`src/rtl/mips_pkg.sv`:
```
// Shared encodings for the MIPS pipeline: store sizes and store-buffer states.
package mips_pkg;

  localparam logic [1:0] SZ_BYTE = 2'b00;
  localparam logic [1:0] SZ_HALF = 2'b01;
  localparam logic [1:0] SZ_WORD = 2'b10;

  localparam logic [1:0] EMPTY = 2'd0;
  localparam logic [1:0] ONE   = 2'd1;
  localparam logic [1:0] FULL  = 2'd2;

  typedef struct packed {
    logic [31:0] wdata;
    logic [3:0]  be;
  } lane_t;

endpackage

```
`src/rtl/store_lane_fmt.sv`:
```
// Combinational store formatter: replicates the datum across lanes, builds byte enables
// and flags misaligned or illegal-size stores.
module store_lane_fmt
  import mips_pkg::*;
(
  input  logic [1:0]  addr_lo,
  input  logic [1:0]  size,
  input  logic [31:0] data,
  output logic [31:0] wdata,
  output logic [3:0]  be,
  output logic        misaligned
);

  always_comb begin
    wdata      = data;
    be         = 4'b0000;
    misaligned = 1'b0;
    case (size)
      SZ_BYTE: begin
        wdata = {4{data[7:0]}};
        be    = 4'b0001 << addr_lo;
      end
      SZ_HALF: begin
        wdata      = {2{data[15:0]}};
        be         = addr_lo[1] ? 4'b1100 : 4'b0011;
        misaligned = addr_lo[0];
      end
      SZ_WORD: begin
        be         = 4'b1111;
        misaligned = (addr_lo != 2'b00);
      end
      default: misaligned = 1'b1;
    endcase
  end

endmodule

```
`src/rtl/mips_store_align.sv`:
```
// MEM-stage store path: formats SB/SH/SW requests and queues them in a two-entry
// output/skid buffer towards data memory; misaligned stores are trapped, not written.
module mips_store_align
  import mips_pkg::*;
#(
  parameter int unsigned ADDR_W = 32,
  parameter int unsigned DEPTH  = 2
) (
  input  logic              clk,
  input  logic              rst,
  input  logic              req_valid,
  output logic              req_ready,
  input  logic [ADDR_W-1:0] req_addr,
  input  logic [31:0]       req_wdata,
  input  logic [1:0]        req_size,
  output logic              mem_valid,
  input  logic              mem_ready,
  output logic [ADDR_W-1:0] mem_addr,
  output logic [31:0]       mem_wdata,
  output logic [3:0]        mem_be,
  output logic              misalign,
  output logic [ADDR_W-1:0] misalign_addr
);

  if (DEPTH != 2) begin : g_depth_chk
    $error("mips_store_align supports only DEPTH == 2");
  end

  logic [1:0]        state_q, state_d;
  logic [ADDR_W-1:0] out_addr_q, out_addr_d, skid_addr_q, skid_addr_d;
  lane_t             out_q, out_d, skid_q, skid_d;
  logic              misalign_q;
  logic [ADDR_W-1:0] misalign_addr_q;

  lane_t             fmt;
  logic              fmt_mis;
  logic [ADDR_W-1:0] new_addr;
  logic              accept, accept_ok, hs;

  store_lane_fmt u_fmt (
    .addr_lo    (req_addr[1:0]),
    .size       (req_size),
    .data       (req_wdata),
    .wdata      (fmt.wdata),
    .be         (fmt.be),
    .misaligned (fmt_mis)
  );

  // Both handshake outputs depend on registered state only.
  assign req_ready = (state_q != FULL);
  assign mem_valid = (state_q == ONE) || (state_q == FULL);

  assign new_addr  = {req_addr[ADDR_W-1:2], 2'b00};
  assign accept    = req_valid && req_ready;
  assign accept_ok = accept && !fmt_mis;
  assign hs        = mem_valid && mem_ready;

  always_comb begin
    state_d     = state_q;
    out_addr_d  = out_addr_q;
    out_d       = out_q;
    skid_addr_d = skid_addr_q;
    skid_d      = skid_q;
    case (state_q)
      EMPTY: begin
        if (accept_ok) begin
          state_d    = ONE;
          out_addr_d = new_addr;
          out_d      = fmt;
        end
      end
      ONE: begin
        if (hs && accept_ok) begin
          out_addr_d = new_addr;
          out_d      = fmt;
        end else if (hs) begin
          state_d = EMPTY;
        end else if (accept_ok) begin
          state_d     = FULL;
          skid_addr_d = new_addr;
          skid_d      = fmt;
        end
      end
      FULL: begin
        if (hs) begin
          state_d    = ONE;
          out_addr_d = skid_addr_q;
          out_d      = skid_q;
        end
      end
      default: state_d = EMPTY;
    endcase
  end

  always_ff @(posedge clk) begin
    if (rst) begin
      state_q         <= EMPTY;
      out_addr_q      <= '0;
      out_q           <= '0;
      skid_addr_q     <= '0;
      skid_q          <= '0;
      misalign_q      <= 1'b0;
      misalign_addr_q <= '0;
    end else begin
      state_q     <= state_d;
      out_addr_q  <= out_addr_d;
      out_q       <= out_d;
      skid_addr_q <= skid_addr_d;
      skid_q      <= skid_d;
      misalign_q  <= accept && fmt_mis;
      if (accept && fmt_mis) misalign_addr_q <= req_addr;
    end
  end

  assign mem_addr      = out_addr_q;
  assign mem_wdata     = out_q.wdata;
  assign mem_be        = out_q.be;
  assign misalign      = misalign_q;
  assign misalign_addr = misalign_addr_q;

endmodule

```
`config.mk`:
```
export PLATFORM = sky130hd
export DESIGN_NAME = mips_store_align
export DESIGN_NICKNAME = d
export VERILOG_FILES = /design/src/rtl/mips_pkg.sv /design/src/rtl/store_lane_fmt.sv /design/src/rtl/mips_store_align.sv
export SDC_FILE = /design/constraint.sdc
export NUM_CORES = 1
export LEC_CHECK = 0
export BUFFER_PORTS_ARGS = -buffer_cell sky130_fd_sc_hd__buf_4
export CORE_ASPECT_RATIO = 0.8
export CORE_UTILIZATION = 39
export CTS_BUF_LIST = sky130_fd_sc_hd__clkbuf_4 sky130_fd_sc_hd__clkbuf_8 sky130_fd_sc_hd__clkbuf_16
export CTS_CLUSTER_SIZE = 16
export DETAILED_ROUTE_END_ITERATION = 7
export PLACE_DENSITY = 0.61
export SYNTH_ARGS = -nofsm -noshare
export SYNTH_HDL_FRONTEND = slang
export SYNTH_SLANG_ARGS = --single-unit
```
`constraint.sdc`:
```
create_clock -name clk -period 2.6 [get_ports clk]
set_input_delay 0.13 -clock clk [delete_from_list [all_inputs] [get_ports clk]]
set_output_delay 0.13 -clock clk [all_outputs]
set_load 0.02 [all_outputs]
```
# Word-level counts from Yosys, hierarchy flattened
# Cells that the tools add are included.
# Widths: inputs -> output; s select.
# classes
shifts,1
reduce_logical,14
muxes,18
n_eq_ne,10
n_div,0
bitwise_logic,2
mul,0
n_lt_le_gt_ge,0
add_sub_neg,0
# ops
operator,n
$mux 36,3
$pmux 36 s3,1
$mux 32,3
$pmux 32 s3,1
$pmux 32 s2,1
$pmux 4 s3,1
$reduce_and 4->1,3
$mux 2,5
$ne 2x2->1 const B,4
$pmux 2 s3,1
$logic_and 1x1->1,5
$eq 2x1->1 const B,2
$eq 2x2->1 const B,2
$logic_not 2->1,2
$mux 4,1
$shl 1x2->4 const A,1
$ne 3x3->1 const B,1
$pmux 1 s3,1
$reduce_bool 3->1,1
$ne 2x1->1 const B,1
$not 1->1,2
$reduce_bool 2->1,1
$logic_not 1->1,1
$logic_or 1x1->1,1
# totals
in_bits,70
mem_bits_ro,0
word_cells,54
n_memories,0
latchBits,0
output_inout_bits,103
mem_bits_rw,0
regBits,169

# Depth between registers and ports, before layout
# Gate-level depths: netlist (run 1).
# logic_depth
word_depth,8
ltp_mapped,9
ltp_nobuf,6

# Cells and area by module
# A second synthesis (run 1) with hierarchy kept.
# unflattened
cells_unflattened,831
hier_area_um2,7429.6
# by_module_without_submodules
mod,cells_each,area_each_um2,instances,seq_area_each_um2
mips_store_align,763,6855.3,1,3343.2
store_lane_fmt,68,574.3,1,0.0

# Least setup slack after synthesis (run 1)
# Ideal clock, no wire load.
# synth_path
kind,reg2reg
start,register state_q[0]
end,"register out_q, in the netlist mem_wdata[5]"
stages_incl_launch_ff,9
slack_ns,0.439
synth_period_minus_slack_ns,2.161
required_time_ns,2.455
n_path_buf,2
setup_time_ns,0.145
t_arrival_ns,2.017
path_cell_list,dfxtp_1 inv_1 ha_1 clkbuf_1 nand2b_1 a211oi_4 a21o_2 buf_4 a211oi_1
# synth_via
elab_chain_len,6
elab_cells_between_ends,15
classes_between,6 x eq/ne; 1 x mux; 8 x reduce/logical
# synth_lines
item,line,rtl
start: declaration,mips_store_align.sv:29,"logic [1:0] state_q, state_d;"
start signal: assignment,mips_store_align.sv:105,state_q <= state_d;
"$eq 2x1->1, or another cell as far along","mips_store_align.sv:51, mips_store_align.sv:64",
$logic_or 1x1->1 / $logic_and 1x1->1 (equally long branches),"mips_store_align.sv:51, mips_store_align.sv:54",
"$logic_and 1x1->1, on equally long branches","mips_store_align.sv:56, mips_store_align.sv:55",
$logic_and 1x1->1,mips_store_align.sv:73,if (hs && accept_ok) begin
$ne 2x1->1 (no line),n/a,
$reduce_and 4->1 (no line),n/a,
end signal: assignment,mips_store_align.sv:107,out_q <= out_d;
end: declaration,mips_store_align.sv:31,"lane_t out_q, out_d, skid_q, skid_d;"
# Parallel ways exist; a longest one is shown, timed or not.
# A chain may end at the register's enable or synchronous reset.

# Worst setup path after layout (run 1)
# layout_path
start,register state_q[0]
end,output req_ready
# layout_via
elab_chain_len,1
# layout_lines
item,line,rtl
$ne 2x2->1,mips_store_align.sv:50,assign req_ready = (state_q != FULL);
end: declaration,mips_store_align.sv:12,"output logic req_ready,"
# Every way passes these cells.

==> results of run 1 <==
[per-stage QoR]
step                      area (sq um)  total power (uW)
after floorplan                   7480              6080
after global placement            8960              7570
after detailed placement          8960              7600
after CTS                         9940             10200
after global routing              9940             10700
final                             9940             10100
[metal layers]
layer,global-route usage,vias up,part of all wire
met2,0.321,166,0.44
met3,0.0492,18,0.054
met4,0.0640,0,0.013
met5,0,-,0
met1,0.306,3137,0.50
li1,-,3326,-
[worst register-to-register path: cells and delay by family (launching register included)]
family | cells | cell delay [ns]
AO/OA/AOI/OAI | 2 | 0.36
adder cells (fa/ha/maj) | 1 | 0.26
buffers and inverters | 3 | 0.66
flip-flops | 1 | 0.40
multiplexers | 1 | 0.16
AND/OR/NAND/NOR | 1 | 0.31
[synth_stat cells, types with 2 or more instances]
library cell / instances / area share
clkbuf_1: 49 / 0.025
buf_4: 8 / 0.0080
nand2b_1: 27 / 0.023
nor2_1: 29 / 0.015
dfxtp_1: 167 / 0.45
a22oi_1: 2 / 0.0020
a211oi_1: 104 / 0.10
buf_6: 7 / 0.011
a211oi_2: 10 / 0.017
nor3_1: 5 / 0.0033
nand3_1: 4 / 0.0027
buf_1: 2 / 0.0010
inv_1: 5 / 0.0025
o211ai_1: 2 / 0.0020
a21o_1: 3 / 0.0030
a311oi_2: 2 / 0.0040
a211o_1: 10 / 0.012
o21ai_0: 19 / 0.013
buf_2: 14 / 0.0094
ha_1: 5 / 0.0084
a21oi_1: 87 / 0.058
a211oi_4: 2 / 0.0054
mux2i_1: 87 / 0.12
nand2_1: 180 / 0.090
[area by class of cell]
type                    count  share of cell area
repair buffers            232               0.194
well taps                 253              0.0318
multi-input cells         594               0.376
inverters                   6             0.00227
clock inverters            11              0.0123
clock buffers              20              0.0463
flip-flops and latches    167               0.336
[power groups by stage]
stage	logic, uW	registers (uW)	clock network, uW
after floorplan	2030	4050	0
after global placement	4010	3560	0
after detailed placement	4060	3540	0
after CTS	4110	3500	2580
after global routing	4410	3570	2680
final	4080	3510	2520
[how the worst max path moves through the flow]
stage	endpoint	slack, ns	cells after the start
finish	req_ready	0.32	6
global placement	mem_wdata[21]$_SDFFE_PP0P_	0.37	8
CTS	req_ready	0.30	6
global route	mem_wdata[23]$_SDFFE_PP0P_	0.15	8
floorplan	mem_wdata[5]$_SDFFE_PP0P_	0.44	8
detailed placement	mem_wdata[19]$_SDFFE_PP0P_	0.33	8
[cells by family after synthesis]
logic type,after synthesis,synth area share
AO/OA/AOI/OAI,248,0.230
adder cells (fa/ha/maj),5,0.00837
buffers and inverters,86,0.0566
flip-flops,167,0.447
multiplexers,87,0.116
other,1,0.000502
AND/OR/NAND/NOR,252,0.141
[sequential cells by signal, indices dropped and copies added (netlist names)]
signal / cells
mem_addr: 30
misalign: 1
misalign_addr: 32
mem_wdata: 32
state_q: 2
mem_be: 4
skid_addr_q: 30
skid_q: 36
==> metrics.cfg, run 1 <==
[detailed_routing]
postRouteWirelength_mm = 20.7
drc_errors = 0
drt_first_pass_iters = 7
ant_nets = 0
vias_per_cell = 5.18
wire_per_inst_um = 16.1
num_vias = 6647
drt-initial-drc-count = 429

[cts]
cts_tree = yes
cts_resized = 0
clkTransAtPathRegs_ns = 0.06
post_cts_buffers = 0
cts_htree_levels = 4
hold_buffers = 40
cts_sinks = 167
clock_path_buffers = 2
cts_root_buf = clkbuf_16
clk_latency_ns = 0.43
numCtsBuffers = 17

[global_route]
grt_pass1_wl_mm = 33.5
grt-ovfl-total = 0
grt_max_degree = 72
first_global_vias = 6214
track_usage = 0.215
antenna_found_initial = 0

[pwr]
leakage_uw = 0.00394
p_comb_frac = 0.404
p_seq_frac = 0.347
clkPwrFrac = 0.249
p_int_uw = 6360
switchingPower_uw = 3750
p_sw_frac = 0.371
power_density_nw_per_um2 = 1020
peakVddDrop_uv = 635

[placement]
place_inst = 1212
pre_cts_ws_ns = 0.333
place_congestion = 0.788
hpwl_mm = 13.5
port_buffers = 170

[sta]
whs_ns = 0.138
clock_skew_ns = 0.0116
tns_ns = 0
slew_viol_final = 0
period_needed_ns = 2.28
max_freq_mhz = 438
finalWorstSetupSlack_ns = 0.319
relSlewSlack = 0.646
rsz0062_at_grt = no
worst_pin_slew_ns = 0.531
fin_crit_sh = 0.877
final_hold_viol_count = 0
finalSetupViolCount = 0

[yosys]
netlist_area_sq_um = 7480
synth_cell_types = 40
synth.avg_cell_area_sq_um = 8.84
ys_seq_elements = 167
yosysSeqAreaShare = 0.447
async_flop_share = 0
synth_edf_count = 0
synth_flop_cell = dfxtp_1
netlist_instances = 846
ys_warn_count = 0

[floorplanning]
num_rows = 44
die_h_um = 126
die_w_um = 157
die-area_sq_um = 19700
io_pins = 173
coreArea_sq_um = 18400
initial_core_util = 0.405

[finish]
n_fill_cell = 1725
finish.utilization = 0.539
n_antenna_cell = 0
seqCellArea_sq_um = 3340
final_cell_count_no_fill = 1283
layout-drive-gt1-share = 0.239
multi_input_area_sq_um = 3740
mostFrequentLayoutCell = buf_4
layout_common_cells = buf_4 (184), nand2_1 (180), dfxtp_1 (167)
fin_nets = 1093
syn_to_final_growth_pct = 32.9

[setup_path]
crit_family = buffers and inverters
path_cells = inv_1 -> ha_4 -> buf_4 -> clkinv_1 -> buf_4 -> buf_4
startpoint = state_q[0]$_SDFFE_PP0P_
slowest_stage = buf_4
reg2reg_from = state_q[0]$_SDFFE_PP0P_
criticalPathCategory = flip-flop to output port
critPathMaxStageDelay_ns = 0.36
arrival_ns = 2.15
r2r_end = mem_wdata[14]$_SDFFE_PP0P_
startpoint_type = flip-flop
cp.required_ns = 2.47
crit_path_max_fanout = 25
endpoint_kind = output port
r2r_slack_ns = 0.33
path_buf_inv = 5
rr_worst_depth = 8
cp_common_cell = buf_4

[min_path]
holdPathStages = 3
min_to = skid_q[15]$_SDFFE_PP0P_
worstHoldPathType = primary input to flip-flop
hp-start = req_wdata[11]

[run]
timing.max_cap.violations = 0

[status]
status = completed

No activity file was read; power rests on OpenSTA's default activity.
==> inputs of run 2 (changes only) <==
--- a/config.mk
+++ b/config.mk
@@ -6,11 +6,12 @@
 export NUM_CORES = 1
 export LEC_CHECK = 0
 export BUFFER_PORTS_ARGS = -buffer_cell sky130_fd_sc_hd__buf_4
-export CORE_ASPECT_RATIO = 0.8
+export CORE_ASPECT_RATIO = 1.2
 export CORE_UTILIZATION = 39
 export CTS_BUF_LIST = sky130_fd_sc_hd__clkbuf_4 sky130_fd_sc_hd__clkbuf_8 sky130_fd_sc_hd__clkbuf_16
-export CTS_CLUSTER_SIZE = 16
+export CTS_CLUSTER_SIZE = 8
 export DETAILED_ROUTE_END_ITERATION = 7
+export GPL_TIMING_DRIVEN = 0
 export PLACE_DENSITY = 0.61
 export SYNTH_ARGS = -nofsm -noshare
 export SYNTH_HDL_FRONTEND = slang
==> run 2 against run 1 <==
Against the previous run:
- final cell count increased by 5.1%
- power increased by 0.90%
- die area about the same
- global-route usage increased by 1.9 points
- sequential share of layout area decreased by 0.68 points
- wire length increased by 9.2%
- register-to-register slack got worse by 0.13 ns
- utilization increased by 0.11 points
- sequential power about the same
- critical path type is now flip-flop to flip-flop
- critical endpoint is now mem_wdata[31]$_SDFFE_PP0P_
==> metrics.cfg, run 2 (same netlist as run 1, synthesis figures left out) <==
[status]
status = completed

[cts]
cts_root_buf = clkbuf_16
cts_sinks = 167  ; unchanged
cts_htree_levels = 4  ; unchanged
clk_latency_ns = 0.43  ; about the same
clock_path_buffers = 2  ; unchanged
numCtsBuffers = 17  ; unchanged
clkTransAtPathRegs_ns = 0.06  ; about the same
cts_tree = yes

[floorplanning]
die_w_um = 128  ; -18%
num_rows = 55  ; +25%
coreArea_sq_um = 18800  ; +1.9%
die-area_sq_um = 19700  ; about the same
die_h_um = 154  ; +22%
io_pins = 173  ; unchanged
initial_core_util = 0.398  ; -0.00743

[setup_path]
arrival_ns = 2.69  ; +0.54 ns
cp.required_ns = 2.89  ; +0.42 ns
endpoint_kind = flip-flop
critPathMaxStageDelay_ns = 0.61  ; +0.25 ns
slowest_stage = buf_1
path_cells = inv_1 -> ha_1 -> clkbuf_2 -> clkinv_1 -> buf_1 -> mux2i_1 -> a211oi_1
startpoint_type = flip-flop
crit_path_max_fanout = 10  ; -60%
criticalPathCategory = flip-flop to flip-flop

[sta]
rsz0062_at_grt = no
period_needed_ns = 2.40  ; +0.120 ns
final_hold_viol_count = 0  ; unchanged
relSlewSlack = 0.429  ; -0.217
max_freq_mhz = 416  ; -5.0%
clock_skew_ns = 0.00947  ; -0.00212 ns
slew_viol_final = 0  ; unchanged
finalSetupViolCount = 0  ; unchanged
fin_crit_sh = 0.924  ; +0.0462
worst_pin_slew_ns = 0.857  ; +0.326 ns

[finish]
n_antenna_cell = 0  ; unchanged
final_cell_count_no_fill = 1348  ; +5.1%
syn_to_final_growth_pct = 35.7
top_register = skid_q
fin_area_sq_um = 10100  ; +2.1%
layout_common_cells = buf_4 (182), nand2_1 (180), dfxtp_1 (167)
mostFrequentLayoutCell = buf_4
largest_register_ffs = 36  ; unchanged
fin_nets = 1154  ; +5.6%
layout-drive-gt1-share = 0.247  ; +0.00842

[detailed_routing]
ant_nets = 0  ; unchanged
postRouteWirelength_mm = 22.6  ; +9.2%
vias_per_cell = 5.13  ; -0.93%
drt-initial-drc-count = 328  ; -24%
drc_errors = 0  ; unchanged
drt_first_pass_iters = 4  ; -3
wire_per_inst_um = 16.8  ; +3.9%
num_vias = 6919  ; +4.1%

[pwr]
power_density_nw_per_um2 = 1010  ; -1.1%
peakVddDrop_uv = 533  ; -16%
leakage_uw = 0.00407  ; +3.4%

[global_route]
first_global_vias = 6897  ; +11%
grt_pass1_wl_mm = 36.1  ; +8.0%
grt-ovfl-total = 0  ; unchanged
grt_max_degree = 17  ; -76%
antenna_found_initial = 0  ; unchanged
track_usage = 0.234  ; +0.0192

[placement]
place_area_sq_um = 9050  ; +1.1%
place_inst = 1270  ; +4.8%
port_buffers = 167  ; -1.8%
hpwl_mm = 16.1  ; +19%
place_congestion = 0.813  ; +3.3%

[min_path]
worstHoldPathType = primary input to flip-flop

[run]
timing.max_cap.violations = 0  ; unchanged

[run 2: final cells by class]
class | count | area, sq um
multi-input combinational | 594 | 3740
tap | 256 | 320
fill | 1765 | 8640
clock buffer | 18 | 433
sequential | 167 | 3340
clock inverter | 14 | 170
timing repair buffer | 214 | 1710
buffer | 79 | 413
inverter | 6 | 22.5
[run 2: layer usage]
metal | track usage | wire, um | up-vias
met5 | 0 | 0 | -
met4 | 0.0913 | 515 | 0
met3 | 0.0397 | 926 | 35
met2 | 0.401 | 11100 | 168
met1 | 0.291 | 10000 | 3267
li1 | - | - | 3449
[run 2: path summary, 6_finish.rpt]
path	end	depth (start not counted)	slack (ns)	startpoint
setup / recovery	mem_wdata[31]$_SDFFE_PP0P_	7	0.20	state_q[0]$_SDFFE_PP0P_
hold / removal	skid_q[21]$_SDFFE_PP0P_	3	0.12	req_wdata[17]
setup reg to reg	mem_wdata[31]$_SDFFE_PP0P_	7	0.20	state_q[0]$_SDFFE_PP0P_
hold reg to reg	skid_addr_q[4]$_SDFFE_PP0P_	2	0.45	skid_addr_q[4]$_SDFFE_PP0P_
[run 2: timing repair]
action	in CTS	in global routing
pin swaps	2	0
hold buffers	40	0
gates resized for setup	6	21
endpoints found under the hold margin	70	0
setup endpoints to repair	156	135
setup buffers	7	0
[run 2: where the power goes]
group	switching, uW	internal, uW
clock network	1080	1530
logic	2350	1740
registers	357	3140
[run 2: stage by stage]
stage	utilization	setup WS (ns)	TNS (ns)	power [uW]	hold slack, ns
after floorplan	-	0.439	0	6080	0.266
after global placement	0.482	-0.465	-20.09	7530	0.398
after detailed placement	0.482	-0.480	-19.85	7570	0.401
after CTS	0.539	0.00443	0	10300	0.101
after global routing	0.540	0.0203	0	10700	0.122
final	0.540	0.199	0	10200	0.121
[run 2: critical path: cells and delay by family, from the launching register on]
kind,cells,cell delay [ns]
buffers and inverters,4,1.11
DFF,1,0.43
muxes,1,0.39
adders and majority gates,1,0.22
AOI/OAI and AO/OA,1,0.12
